## src/rtl/gray_track_decoder.sv

```systemverilog
// gray_track_decoder
// Tracks a Gray-coded step counter: converts each sample to binary, extends
// it with a revolution (wrap) counter and checks that every observed change
// is a legal single forward step. The first illegal transition latches a
// fault and its cause until Clear or Reset.
// Optional build macro GRAY_TRACK_SYNC2_EN: when defined, GrayIn and OvfIn
// pass through a 2-flop synchroniser, adding two cycles of latency.
module gray_track_decoder #(
   parameter int GW    = 3,
   parameter int WRAPW = 8
) (
   input  logic                  Clk,
   input  logic                  Reset,
   input  logic                  Clear,
   input  logic [GW-1:0]         GrayIn,
   input  logic                  OvfIn,
   output logic [GW-1:0]         BinOut,
   output logic [WRAPW+GW-1:0]   Count,
   output logic                  Step,
   output logic                  Wrap,
   output logic                  Sat,
   output logic                  Err,
   output logic [1:0]            ErrCode
);

   typedef enum logic [0:0] {
      ST_TRACK = 1'b0,
      ST_FAULT = 1'b1
   } state_t;

   localparam logic [GW-1:0]    LP_BIN_ONE  = {{(GW-1){1'b0}}, 1'b1};
   localparam logic [GW-1:0]    LP_BIN_MAX  = {GW{1'b1}};
   localparam logic [WRAPW-1:0] LP_WRAP_ONE = {{(WRAPW-1){1'b0}}, 1'b1};
   localparam logic [WRAPW-1:0] LP_WRAP_MAX = {WRAPW{1'b1}};

   localparam logic [1:0] LP_CODE_NONE = 2'b00;
   localparam logic [1:0] LP_CODE_JUMP = 2'b01;
   localparam logic [1:0] LP_CODE_BACK = 2'b10;
   localparam logic [1:0] LP_CODE_OVF  = 2'b11;

   function automatic logic [GW-1:0] gray2bin(input logic [GW-1:0] g);
      logic [GW-1:0] b;
      b[GW-1] = g[GW-1];
      for (int i = GW - 2; i >= 0; i--) begin
         b[i] = b[i+1] ^ g[i];
      end
      return b;
   endfunction

   function automatic int popcount(input logic [GW-1:0] v);
      int cnt;
      cnt = 32'sd0;
      for (int i = 0; i < GW; i++) begin
         if (v[i]) begin
            cnt = cnt + 32'sd1;
         end
      end
      return cnt;
   endfunction

   logic [GW-1:0]    w_g_in;
   logic             w_ovf_in;

`ifdef GRAY_TRACK_SYNC2_EN
   logic [GW-1:0]    r_sync1_g;
   logic [GW-1:0]    r_sync2_g;
   logic             r_sync1_ovf;
   logic             r_sync2_ovf;

   // Two-flop synchroniser for inputs arriving from another clock domain.
   always_ff @(posedge Clk) begin
      if (Reset) begin
         r_sync1_g   <= {GW{1'b0}};
         r_sync2_g   <= {GW{1'b0}};
         r_sync1_ovf <= 1'b0;
         r_sync2_ovf <= 1'b0;
      end else begin
         r_sync1_g   <= GrayIn;
         r_sync2_g   <= r_sync1_g;
         r_sync1_ovf <= OvfIn;
         r_sync2_ovf <= r_sync1_ovf;
      end
   end

   assign w_g_in   = r_sync2_g;
   assign w_ovf_in = r_sync2_ovf;
`else
   assign w_g_in   = GrayIn;
   assign w_ovf_in = OvfIn;
`endif

   state_t           r_state;
   logic [GW-1:0]    r_g_q;
   logic             r_ovf_q;
   logic             r_ovf_prev;
   logic [GW-1:0]    r_g_last;
   logic             r_wrap_seen;
   logic [WRAPW-1:0] r_wraps;
   logic [GW-1:0]    r_bin;
   logic             r_step;
   logic             r_wrap;
   logic             r_sat;
   logic             r_err;
   logic [1:0]       r_err_code;

   logic [GW-1:0]    w_b_new;
   logic [GW-1:0]    w_b_last;
   int               w_pc;
   logic             w_fwd;
   logic             w_bwd;
   logic             w_jump;
   logic             w_wrap_acc;
   logic             w_ovf_bad;
   logic [WRAPW-1:0] w_wraps_nxt;

   // Classify the transition from the last accepted sample to the current one.
   // A single-bit change that is neither +1 nor -1 in binary is treated as a
   // jump, since it cannot come from one legal counter step.
   always_comb begin
      w_b_new     = gray2bin(r_g_q);
      w_b_last    = gray2bin(r_g_last);
      w_pc        = popcount(r_g_q ^ r_g_last);
      w_fwd       = (w_pc == 32'sd1) && (w_b_new == (w_b_last + LP_BIN_ONE));
      w_bwd       = (w_pc == 32'sd1) && (w_b_new == (w_b_last - LP_BIN_ONE));
      w_jump      = (w_pc != 32'sd0) && !w_fwd && !w_bwd;
      w_wrap_acc  = w_fwd && (w_b_last == LP_BIN_MAX);
      w_ovf_bad   = (r_ovf_q && !r_ovf_prev && !w_wrap_acc) ||
                    (w_wrap_acc && !r_wrap_seen && !r_ovf_q);
      if (r_wraps == LP_WRAP_MAX) begin
         w_wraps_nxt = r_wraps;
      end else begin
         w_wraps_nxt = r_wraps + LP_WRAP_ONE;
      end
   end

   // Sample stage plus tracking FSM; all outputs are registered here.
   always_ff @(posedge Clk) begin
      if (Reset) begin
         r_state     <= ST_TRACK;
         r_g_q       <= {GW{1'b0}};
         r_ovf_q     <= 1'b0;
         r_ovf_prev  <= 1'b0;
         r_g_last    <= {GW{1'b0}};
         r_wrap_seen <= 1'b0;
         r_wraps     <= {WRAPW{1'b0}};
         r_bin       <= {GW{1'b0}};
         r_step      <= 1'b0;
         r_wrap      <= 1'b0;
         r_sat       <= 1'b0;
         r_err       <= 1'b0;
         r_err_code  <= LP_CODE_NONE;
      end else begin
         r_g_q      <= w_g_in;
         r_ovf_q    <= w_ovf_in;
         r_ovf_prev <= r_ovf_q;
         r_step     <= 1'b0;
         r_wrap     <= 1'b0;
         case (r_state)
            ST_TRACK: begin
               if (Clear) begin
                  r_g_last <= r_g_q;
               end else if (w_jump) begin
                  r_state    <= ST_FAULT;
                  r_err      <= 1'b1;
                  r_err_code <= LP_CODE_JUMP;
               end else if (w_bwd) begin
                  r_state    <= ST_FAULT;
                  r_err      <= 1'b1;
                  r_err_code <= LP_CODE_BACK;
               end else if (w_ovf_bad) begin
                  r_state    <= ST_FAULT;
                  r_err      <= 1'b1;
                  r_err_code <= LP_CODE_OVF;
               end else if (w_fwd) begin
                  r_g_last <= r_g_q;
                  r_bin    <= w_b_new;
                  r_step   <= 1'b1;
                  if (w_wrap_acc) begin
                     r_wrap      <= 1'b1;
                     r_wrap_seen <= 1'b1;
                     r_wraps     <= w_wraps_nxt;
                     r_sat       <= r_sat | (w_wraps_nxt == LP_WRAP_MAX);
                  end else begin
                     r_wrap <= 1'b0;
                  end
               end else begin
                  r_g_last <= r_g_last;
               end
            end
            ST_FAULT: begin
               if (Clear) begin
                  r_state     <= ST_TRACK;
                  r_g_last    <= r_g_q;
                  r_bin       <= w_b_new;
                  r_err       <= 1'b0;
                  r_err_code  <= LP_CODE_NONE;
                  r_wrap_seen <= 1'b0;
               end else begin
                  r_state <= ST_FAULT;
               end
            end
            default: begin
               r_state    <= ST_FAULT;
               r_err      <= 1'b1;
               r_err_code <= LP_CODE_JUMP;
            end
         endcase
      end
   end

   assign BinOut  = r_bin;
   assign Count   = {r_wraps, r_bin};
   assign Step    = r_step;
   assign Wrap    = r_wrap;
   assign Sat     = r_sat;
   assign Err     = r_err;
   assign ErrCode = r_err_code;

endmodule

```

## config.mk

```make
export PLATFORM = sky130hd
export DESIGN_NAME = gray_track_decoder
export DESIGN_NICKNAME = d
export VERILOG_FILES = /design/src/rtl/gray_track_decoder.sv
export SDC_FILE = /design/constraint.sdc
export NUM_CORES = 1
export LEC_CHECK = 0
export ABC_AREA = 1
export CAP_MARGIN = 25
export CORE_MARGIN = 3
export CORE_UTILIZATION = 41
export DETAILED_ROUTE_END_ITERATION = 8
export HOLD_SLACK_MARGIN = 0.1
export PLACE_DENSITY = 0.61
export SLEW_MARGIN = 20
export SYNTH_ARGS = -nofsm -noshare
export SYNTH_HDL_FRONTEND = slang
export SYNTH_SLANG_ARGS = --single-unit
export TNS_END_PERCENT = 5
```

## constraint.sdc

```tcl
create_clock -name Clk -period 4.2 [get_ports Clk]
set_input_delay 0.63 -clock Clk [delete_from_list [all_inputs] [get_ports Clk]]
set_output_delay 0.63 -clock Clk [all_outputs]
set_load 0.005 [all_outputs]
```

==> impl_metrics.csv <==
group,metric,value,unit
global_routing,grtUsageTotal,16.1,%
place,place_congestion,0.812,
layout,regArea,541,um2
sta,setup_tns,0,ps
place,numPortBuffers,26,
logic_synthesis,ys.warnings.count,0,
global_routing,grt_overflow,0,
logic_synthesis,synth.area.mux_share,0,%
clock_network,cts_tree,"done",
run,maxCapViolCount,0,
floorplanning,fp.coreArea,4170,um2
sta,skew,7.24,ps
clock_network,cts-root-buf,"clkbuf_8",
layout,area_growth,17.3,%
layout,multiInputGateArea,1090,um2
clock_network,post_cts_buffers,0,
layout,antennaDiodeCount,0,
route,dr.pass1.iters,4,
pwr,power.switching,0.000261,W
logic_synthesis,synth_area_leaders,"dfxtp_1 29%, nand2_1 12%, nand3_1 7.9%",
sta,tightest_slew,805,ps
layout,final_core_util,51.8,%
worst_setup_path,path_max_fanout,10,
global_routing,antenna_found_initial,0,
logic_synthesis,syn_nets,276,
logic_synthesis,yosys.area_share.simple,43.4,%
logic_synthesis,synth_fa_ha_area_share,4.75,%
floorplanning,die_h,73.0,um
clock_network,clk_latency,270,ps
sta,hold_violations,0,
sta,grt_setup_unrepaired,"false",
hold_path,hold_path_class,"flop to flop",
global_routing,grt_max_degree,21,
hold_path,hp-start,"r_ovf_q",
clock_network,cts-htree-levels,1,
sta,setup_viol,0,
route,routed_wl,3810,um
sta,hold_slack,455,ps
worst_setup_path,crit_start,"r_g_last[0]",
logic_synthesis,netlist_instances,262,
logic_synthesis,yosys.area.top_type,"dfxtp_1",
worst_setup_path,timing.rr.start,"r_g_last[0]",
pwr,power_frac_comb,37.3,%
sta,final.min_clock_period,2410,ps
pwr,p_clk_share,21.2,%
pwr,vdd_ir_drop_max,0.154,mV
logic_synthesis,synth.cell_area,1840,um2
logic_synthesis,synth_top_family_by_area,"simple AND/OR/NAND/NOR gates",
route,wl_per_cell,11.4,um
logic_synthesis,synth_xor_area_share,3.80,%
layout,nets,300,
layout,layout-drive-gt1-share,13.7,%
worst_setup_path,crit_type,"flop to flop",
clock_network,cts.sinks,27,
clock_network,clkTransAtPathRegs,100,ps
floorplanning,die_x,73.0,um
route,via_count,1607,
logic_synthesis,synth_seq_area_share,29.3,%
global_routing,first_global_vias,1497,
place,dp_slack,1780,ps
worst_setup_path,end_kind,"flop",
sta,setup_slack,1790,ps
pwr,p_per_area,327,nW/um2
logic_synthesis,synth_compound_area_share,7.26,%
logic_synthesis,ys_types,32,
clock_network,cts_buffers,3,
logic_synthesis,synth.avg_cell_area,7.03,um2
pwr,p_seq_share,41.5,%
worst_setup_path,cp_data_arrival_time,2530,ps
sta,fmax,415,MHz
sta,fin_crit_sh,57.3,%
layout,fill_cells,425,
outcome,status,"finished, final reports clean",
route,drc_errors,0,
route,first_iter_violations,63,
route,vias_per_cell,4.80,
logic_synthesis,synth-seq-cells,27,
worst_setup_path,crit_path_start_kind,"flop",
worst_setup_path,worstPathRequired,4330,ps
floorplanning,io_pins,27,
clock_network,cts_buffer_depth,2,
logic_synthesis,synth_top_area_share,29.3,%
sta,relSlewSlack,46.2,%
sta,slew_viol_final,0,
pwr,power.internal,0.000445,W
clock_network,cts_resized,0,
route,antenna_left,0,
global_routing,grt_pass1_wl,6800,um
place,hpwlAfterDp,2920,um
floorplanning,die_area,5340,um2
floorplanning,start_util,44.2,%
pwr,p_total,0.000706,W
clock_network,cts_hold_buf,0,
pwr,sw_frac_of_total,37.0,%
floorplanning,rows,23,
pwr,power.static_leakage,0.922,nW
[critical path, cell delays in order, from the launching register on]
cell,delay [ps]
dfxtp_1,500
xor2_1,230
inv_1,60
ha_1,340
inv_1,100
nand4_2,130
nand2_4,120
nand4_4,150
nor2_4,260
nand4_4,200
nand2_1,100
a21oi_1,60
[final timing paths]
check / cells past startpoint / slack [ps] / end
hold / removal: 2 / 450 / r_ovf_prev
hold reg to reg: 2 / 450 / r_ovf_prev
setup / recovery: 11 / 1790 / r_wraps[3]
setup reg to reg: 11 / 1790 / r_wraps[3]
[power groups by stage]
stage	sequential, W	clock (W)	combinational (W)
after global placement	0.000298	0	0.000265
final	0.000293	0.000150	0.000264
after global routing	0.000296	0.000168	0.000299
after CTS	0.000293	0.000156	0.000266
after floorplan	0.000293	0	0.000210
after detailed placement	0.000299	0	0.000264
[cell usage after synthesis (all sizes together)]
library cell  count
a21oi            19
buf               5
clkbuf            2
clkinv            3
dfxtp            27
ha                7
inv              39
nand2            77
nand3            34
nand3b            2
nand4             6
nor2             25
nor3              3
nor4              1
o2111ai           1
o21ai             3
xnor2             2
xor2              6
[registers in the layout, indices dropped and copies added, names as in the netlist]
register     cells
r_ovf_prev       1
Sat              1
r_state          1
Step             1
Wrap             1
r_g_q            3
Err              1
BinOut           3
r_wraps          8
r_wrap_seen      1
r_ovf_q          1
ErrCode          2
r_g_last         3
[area by class of cell]
type | count | share of cell area (%)
clock buffers | 4 | 2.08
inverters | 42 | 7.52
multi-input cells | 186 | 50.5
flip-flops and latches | 27 | 25.0
well taps | 50 | 2.89
repair buffers | 26 | 12.0
[placed cells by master, fill, tap and decap left out, types with 2 or more instances in the layout]
cell type / synthesis / routed
nand2_1: 61 / 61
inv_2: 4 / 4
ha_1: 7 / 7
nand4_4: 2 / 2
o21ai_0: 2 / 2
nor2_4: 2 / 2
nand3_2: 3 / 3
nor3_1: 3 / 3
nor2_1: 22 / 22
a21oi_1: 18 / 18
xor2_1: 6 / 6
xnor2_1: 2 / 2
inv_1: 34 / 34
nand2_4: 5 / 5
nand3b_1: 2 / 2
nand3_1: 29 / 29
nand4_1: 3 / 3
clkbuf_8: 0 / 3
clkdlybuf4s50_1: 0 / 26
nand3_4: 2 / 2
dfxtp_1: 27 / 27
clkinv_2: 2 / 2
nand2_2: 11 / 11
[kinds of logic (layout without fill, tap and decap cells)]
kind of cell,count (synthesis),in the layout
flops,27,27
compound gates,23,23
simple gates,148,148
xor+xnor,8,8
fa+ha+maj,7,7
buf+inv,49,72
[layer usage]
metal / up-vias / GRT usage [%] / share of wire, %
li1: 873 / - / -
met3: 2 / 3.44 / 2.2
met4: 0 / 4.30 / 1.0
met2: 15 / 24.4 / 43
met5: - / 0 / 0
met1: 717 / 22.8 / 54
[metrics by stage]
step	instance area [um2]	std cells
floorplan	1840	262
finish	2160	335
CTS	2160	335
global placement	2120	331
detailed placement	2120	331
global route	2160	335
No activity file was read; power rests on OpenSTA's default activity.
